$ cat src/rtl/dmem_boot_arbiter.sv
// Purpose: owns the data memory port; zero-fills memory after reset, then serves host loads/stores and arbitrates the port between core and host.
// Latency: memory, ack and stall outputs are combinational from state and inputs; a transfer completes on the edge that ends its ack cycle.
// Backpressure: the core wins in RUN; a host request blocked for STARVE_LIM cycles is forced through and stalls the core for that cycle.
module dmem_boot_arbiter #(
    parameter  int DEPTH      = 32,
    parameter  int DATA_W     = 32,
    parameter  int STARVE_LIM = 4,
    localparam int ADDR_W     = $clog2(DEPTH)
) (
    input  logic              clk,
    input  logic              rst,
    input  logic              host_req,
    input  logic              host_we,
    input  logic [ADDR_W-1:0] host_addr,
    input  logic [DATA_W-1:0] host_wdata,
    input  logic              host_go,
    input  logic              host_halt,
    output logic              host_ack,
    output logic [DATA_W-1:0] host_rdata,
    input  logic              core_re,
    input  logic              core_we,
    input  logic [ADDR_W-1:0] core_addr,
    input  logic [DATA_W-1:0] core_wdata,
    output logic [DATA_W-1:0] core_rdata,
    output logic              core_stall,
    output logic              cpu_rst,
    output logic              mem_we,
    output logic [ADDR_W-1:0] mem_addr,
    output logic [DATA_W-1:0] mem_wdata,
    input  logic [DATA_W-1:0] mem_rdata,
    output logic              busy
);

    localparam int CNT_W = $clog2(STARVE_LIM + 1);

    typedef enum logic [1:0] {ST_CLEAR, ST_LOAD, ST_RUN} state_t;

    state_t            state;
    state_t            state_nx;
    logic [ADDR_W:0]   clr_addr;   // one extra bit so the terminal count needs no wrap
    logic [CNT_W-1:0]  wait_cnt;
    logic              core_acc;
    logic              starved;

    assign core_acc   = core_re | core_we;
    assign starved    = (wait_cnt == CNT_W'(STARVE_LIM));
    assign host_rdata = mem_rdata;
    assign core_rdata = mem_rdata;
    assign busy       = (state == ST_CLEAR);

    // Next state plus port steering: fill in CLEAR, host-only in LOAD, core-first in RUN
    always_comb begin
        state_nx   = state;
        mem_we     = 1'b0;
        mem_addr   = core_addr;
        mem_wdata  = core_wdata;
        host_ack   = 1'b0;
        core_stall = 1'b0;
        case (state)
            ST_CLEAR: begin
                mem_we    = 1'b1;
                mem_addr  = clr_addr[ADDR_W-1:0];
                mem_wdata = '0;
                if (clr_addr == (ADDR_W+1)'(DEPTH - 1)) begin
                    state_nx = ST_LOAD;
                end
            end
            ST_LOAD: begin
                mem_addr  = host_addr;
                mem_wdata = host_wdata;
                if (host_req) begin
                    mem_we   = host_we;
                    host_ack = 1'b1;
                end
                if (host_go) begin
                    state_nx = ST_RUN;
                end
            end
            ST_RUN: begin
                if (host_req && (!core_acc || starved)) begin
                    // Host slot: either the core is idle or the host has waited long enough
                    mem_we     = host_we;
                    mem_addr   = host_addr;
                    mem_wdata  = host_wdata;
                    host_ack   = 1'b1;
                    core_stall = core_acc;
                end else begin
                    mem_we = core_we;
                end
                if (host_halt) begin
                    state_nx = ST_LOAD;
                end
            end
            default: begin
                state_nx = ST_CLEAR;
            end
        endcase
    end

    // State register; the core is held in reset whenever the next state is not RUN
    always_ff @(posedge clk or posedge rst) begin
        if (rst) begin
            state   <= ST_CLEAR;
            cpu_rst <= 1'b1;
        end else begin
            state   <= state_nx;
            cpu_rst <= (state_nx != ST_RUN);
        end
    end

    // Fill address advances once per CLEAR cycle
    always_ff @(posedge clk or posedge rst) begin
        if (rst) begin
            clr_addr <= '0;
        end else if (state == ST_CLEAR) begin
            clr_addr <= clr_addr + (ADDR_W+1)'(1);
        end
    end

    // Starvation counter: counts RUN cycles a host request is blocked, clears when served
    always_ff @(posedge clk or posedge rst) begin
        if (rst) begin
            wait_cnt <= '0;
        end else if (host_ack) begin
            wait_cnt <= '0;
        end else if ((state == ST_RUN) && host_req && !starved) begin
            wait_cnt <= wait_cnt + CNT_W'(1);
        end
    end

endmodule

$ cat config.mk
export PLATFORM = sky130hd
export DESIGN_NAME = dmem_boot_arbiter
export DESIGN_NICKNAME = d
export VERILOG_FILES = /design/src/rtl/dmem_boot_arbiter.sv
export SDC_FILE = /design/constraint.sdc
export NUM_CORES = 1
export LEC_CHECK = 0
export CAP_MARGIN = 20
export CORE_MARGIN = 2
export CORE_UTILIZATION = 25
export DETAILED_ROUTE_END_ITERATION = 8
export HOLD_SLACK_MARGIN = 0.05
export PLACE_DENSITY = 0.82
export SYNTH_ARGS = -nofsm -noshare
export SYNTH_HDL_FRONTEND = slang
export SYNTH_SLANG_ARGS = --single-unit
$ cat constraint.sdc
create_clock -name clk -period 3.4 [get_ports clk]
set_input_delay 0.68 -clock clk [delete_from_list [all_inputs] [get_ports clk]]
set_output_delay 0.68 -clock clk [all_outputs]
set_load 0.02 [all_outputs]
Yosys cells after proc, flatten, opt, wreduce, memory -nomap -nowiden --
Cells that the tools add are included.
Storage, ports and cells: flip-flop bits (word level) 12, input bits 114, output and inout bits 106, word-level logic and storage cells 38
Operators by class: add/subtract/negate cells 2, eq/ne operators 5, mux-type cells 18, bitwise gates (word level) 1, reduce and logical (&&, ||, !) cells 8
Operators with widths (number):
- one-hot mux 32 bit (3 select lines) | 1
- two-way mux 32 bit | 1
- one-hot mux 5 bit (3 select lines) | 1
- adder 6 x 1 -> 6 bit (second input constant) | 1
- == test 6 x 5 -> 1 bit (second input constant) | 1
- two-way mux 1 bit | 6
- two-way mux 2 bit | 3
- two-way mux 3 bit | 2
- one-hot mux 2 bit (3 select lines) | 1
- two-way mux 5 bit | 1
- adder 3 x 1 -> 3 bit (second input constant) | 1
- == test 3 bit (second input constant) | 1
- logical AND 1 bit | 3
- one-hot mux 1 bit (3 select lines) | 1
- == test 2 x 1 -> 1 bit (second input constant) | 1
- == test 2 bit (second input constant) | 1
- zero test 1 bit | 2
- zero test 2 bit | 1
- inequality test 2 bit (second input constant) | 1
- one-hot mux 1 bit (2 select lines) | 1
- nonzero test 2 bit | 1
- logical OR 1 bit | 1
- OR 1 bit | 1

Logic depth before layout (Yosys ltp) --
Gate-level depths: netlist of run 1.
depth in word-level cells 7, mapped depth 8, depth with buffers taken out 6

Least setup slack after synthesis of run 1 --
No wires, ideal clock.
kind reg2out, start point register state[0], end point output mem_wdata[0], arrival 1.704 ns, required time 2.720 ns, setup slack 1.016 ns, stages on the path, launching flop included 9, path buffers 3, cells stage by stage dfrtp_1 > inv_1 > ha_1 > clkbuf_1 > a31o_4 > nor2b_4 > buf_6 > buf_6 > a22o_1
On the way: longest elaborated chain between the ends 2, elaborated cells between the ends (all ways) 4, those cells by class eq/ne (2); mux (1); reduce/logical (1)
Ends and longest elaborated chain:
- start, declared | line 38 | state_t state;
- start signal, assigned | line 106 | state <= state_nx;
- == test 2 bit (tied with other cells) | line 59 | case (state)
- one-hot mux 32 bit (3 select lines) * | line 59
- end, declared | line 29 | output logic [DATA_W-1:0] mem_wdata,
Mark *: on every way between the ends. The rest lies on a longest branch, timed or not.

Worst setup path after layout of run 1 --
start point input core_we, end point output mem_wdata[7]
On the way: longest elaborated chain between the ends 6
Ends and longest elaborated chain:
- start, declared | line 21 | input logic core_we,
- OR 1 bit | line 45 | assign core_acc = core_re | core_we;
- zero test 1 bit | line 80 | if (host_req && (!core_acc || starved)) begin
- logical OR 1 bit | line 80
- logical AND 1 bit | line 80
- two-way mux 32 bit | line 80
- one-hot mux 32 bit (3 select lines) | line 59
No other way between the ends.

==> summary.md, run 1 <==
| Metric | Value |
|---|---|
| Sw frac | `44.2%` |
| Worst path max stage delay | `0.55 ns` |
| Critical path data arrival time | `2.63 ns` |
| Iteration-0 DRC Markers | `35` |
| Avg Inst Size Synth | `8.77 um2` |
| H-tree levels | `1` |
| DP Wirelength | `4520 um` |
| Crit-path slowest cell | `clkdlybuf4s50_1` |
| Post-Place Cells | `316` |
| Crit path time final | `3.31 ns` |
| Clk Latency, worst-skew pair | `0.24 ns` |
| CTS sink count | `12` |
| Period utilization | `97.5%` |
| GRT met3 Usage | `4.96%` |
| Initial antenna violation count | `0` |
| GRT Total Usage | `14.6%` |
| Most Crowded Layer GR | `met2` |
| Setup crit start kind | `input pin` |
| Final wirelength | `5720 um` |
| Final Max Tran Viols | `0` |
| Worst EP required | `2.72 ns` |
| Crit-path max FO | `16` |
| Static Leak | `1.10 nW` |
| Cell Pwr Density | `766 nW/um2` |
| Area Growth Syn to Fin | `56.9%` |
| Synth warnings | `0` |
| Clock slew at reported path FFs | `0.05 ns` |
| Worst path top cell family by delay | `buffers and inverters` |
| Ordered list of cells on the worst path | `clkdlybuf4s50_1 -> o2bb2ai_2 -> a31o_4 -> nor2b_4 -> buf_12 -> a22o_1 -> clkdlybuf4s50_1` |
| IO Port Bufs | `123` |
| Fin cells | `324` |
| Die area | `7220 um2` |
| Hold slack | `0.481 ns` |
| Largest net degree at the start of global routing | `38` |
| Setup Skew | `0.00499 ns` |
| Residual DRC count | `0` |
| Drt first pass iters | `4` |
| Commonest non-fill, non-tap cells in the layout | `clkdlybuf4s50_1, a22o_1, dfrtp_1` |
| Drt wl/cell | `17.7 um` |
| First-pass GRT wire length | `8350 um` |
| NetSw | `0.870 mW` |
| CTS tree | `done` |
| Seq cells post-synth | `12` |
| # diodes | `0` |
| Mapped Nets | `308` |
| Unrepaired setup endpoints after global routing | `false` |
| Critical Path End Type | `primary output` |
| FP Rows | `29` |
| Layout cells sized above 1 | `8.50%` |
| Remaining antenna violation count | `0` |
| Mapped Cells | `187` |
| Cell internal pwr | `1.10 mW` |
| Initial Util | `25.8%` |
| Actual slew at the worst max-slew pin | `0.587 ns` |
| CTS Buffer Depth | `2` |
| Min-delay worst type | `register to register` |
| Ys async rst share | `100%` |
| Via density per instance | `4.65` |
| Nets | `369` |
| CORE AREA | `6350 um2` |
| Final Hold Viols | `0` |
| Commonest non-fill, non-tap cell in the layout | `clkdlybuf4s50_1` |
| Met2 Use GR | `27.3%` |
| Ports | `220` |
| DIE HEIGHT | `85.0 um` |
| Post-synthesis instance area | `1640 um2` |
| Congestion Overflow GR | `0` |
| Fin util | `40.5%` |
| Vias in the first global route | `1628` |
| Critical path's most frequent cell | `clkdlybuf4s50_1` |
| Flop pwr share | `14.6%` |
| Die width | `85.0 um` |
| Post-synth cell types | `34` |
| Vias after detailed routing | `1506` |
| FMAX | `302 MHz` |
| CTS root buf | `clkbuf_8` |
| GRT met1 Usage | `15.7%` |
| MaxCap Viol Count | `0` |
| Hold Buf Count CTS | `0` |
| Primary FF master, synth | `dfrtp_1` |
| EDFF count, synth | `0` |
| CP bufs+invs | `3` |
| Sequential share of the synthesized area | `18.4%` |
| Slew margin rel. | `60.9%` |
| VDD IR-drop max | `376 uV` |
| Final GP Congestion | `0.753` |
| Clk pwr share | `7.8%` |
| CP Class | `input pin to primary output` |
| Total CTS buffers | `3` |
| Status | `complete, no violations` |
| Final setup fails | `0` |
| Gate power share | `77.7%` |
## cells in the mapped netlist (3+ instances only)
cell / count / area [um2]
ha_1: 7 / 87.6
inv_1: 7 / 26.3
nor2_1: 4 / 15.0
o2bb2ai_1: 5 / 43.8
xnor2_1: 5 / 43.8
nand2_1: 5 / 18.8
buf_6: 4 / 45.0
clkbuf_1: 3 / 11.3
dfrtp_1: 11 / 275
nand4_1: 4 / 25.0
a22o_1: 32 / 280
buf_4: 65 / 488
a22oi_1: 6 / 45.0
a21oi_1: 3 / 15.0
## cell type report
cell class / count / area (um2)
Inverter: 7 / 26.3
Fill cell: 627 / 3780
Timing Repair Buffer: 130 / 1330
Sequential cell: 12 / 302
Tap cell: 77 / 96.3
Clock buffer: 4 / 55.1
Multi-Input combinational cell: 94 / 767
## kinds of logic (layout without fill, tap and decap cells)
kind of cell / count (synthesis) / in the layout / share of synthesized area, %
AO/OA/AOI/OAI: 53 / 53 / 27.6
adder cells (fa/ha/maj): 7 / 7 / 5.34
multiplexers: 2 / 2 / 1.30
XOR/XNOR: 7 / 7 / 3.74
AND/OR/NAND/NOR: 24 / 25 / 8.01
buffers and inverters: 82 / 141 / 35.6
flip-flops: 12 / 12 / 18.4
## worst paths after layout
| path | start | endpoint | slack, ns | cells after the start |
|---|---|---|---|---|
| setup / recovery | core_we | mem_wdata[7] | 0.09 | 7 |
| hold / removal | clr_addr[5]$_DFFE_PP0P_ | clr_addr[5]$_DFFE_PP0P_ | 0.48 | 1 |
| setup reg to reg | state[0]$_DFF_PP0_ | cpu_rst$_DFF_PP1_ | 1.51 | 5 |
| hold reg to reg | clr_addr[5]$_DFFE_PP0P_ | clr_addr[5]$_DFFE_PP0P_ | 0.48 | 1 |
| max in group asynchronous | rst | cpu_rst$_DFF_PP1_ | 2.30 | 2 |
| min in group asynchronous | rst | clr_addr[0]$_DFFE_PP0P_ | 0.75 | 2 |
## flip-flops by register name, indices dropped and copies added (netlist names)
register	count
clr_addr	6
cpu_rst	1
state	2
wait_cnt	3
## power by group through the flow
stage	logic, mW	registers (mW)	clock network (mW)
floorplan	0.974	0.274	0
global placement	1.45	0.284	0
detailed placement	1.47	0.288	0
CTS	1.56	0.286	0.158
global route	1.63	0.299	0.167
finish	1.53	0.287	0.153
## metal layers
layer	routed length, um	part of all wire [%]	vias to the layer above
met5	0	0	-
met4	71	1.2	0
met3	455	8.0	9
met2	3010	53	69
met1	2180	38	701
li1	-	-	727
## what timing repair did
action                                  CTS  global route
buffers inserted                          3             0
pin swaps                                 0             0
resized for setup                         1             5
cloned                                    1             0
endpoints found under the setup margin   29             5
endpoints found under the hold margin     0             0
## per-stage QoR
stage | TNS (ns) | area, um2 | setup WS, ns | total power [mW]
after CTS | 0 | 2560 | 0.0426 | 2.00
after global placement | -7.67 | 2440 | -0.325 | 1.73
after detailed placement | -7.89 | 2440 | -0.328 | 1.76
after floorplan | 0 | 1640 | 1.02 | 1.25
final | 0 | 2570 | 0.0850 | 1.97
after global routing | 0 | 2570 | 0.0164 | 2.09
No activity file was read; power rests on OpenSTA's default activity.
==> run 2: changes to the inputs <==
ABC_CLOCK_PERIOD_IN_PS = 3400   (was default)
CTS_CLUSTER_DIAMETER = 80   (was default)
==> results of run 2 <==
No change in the layout: final DEF, timing and power equal those of run 1.
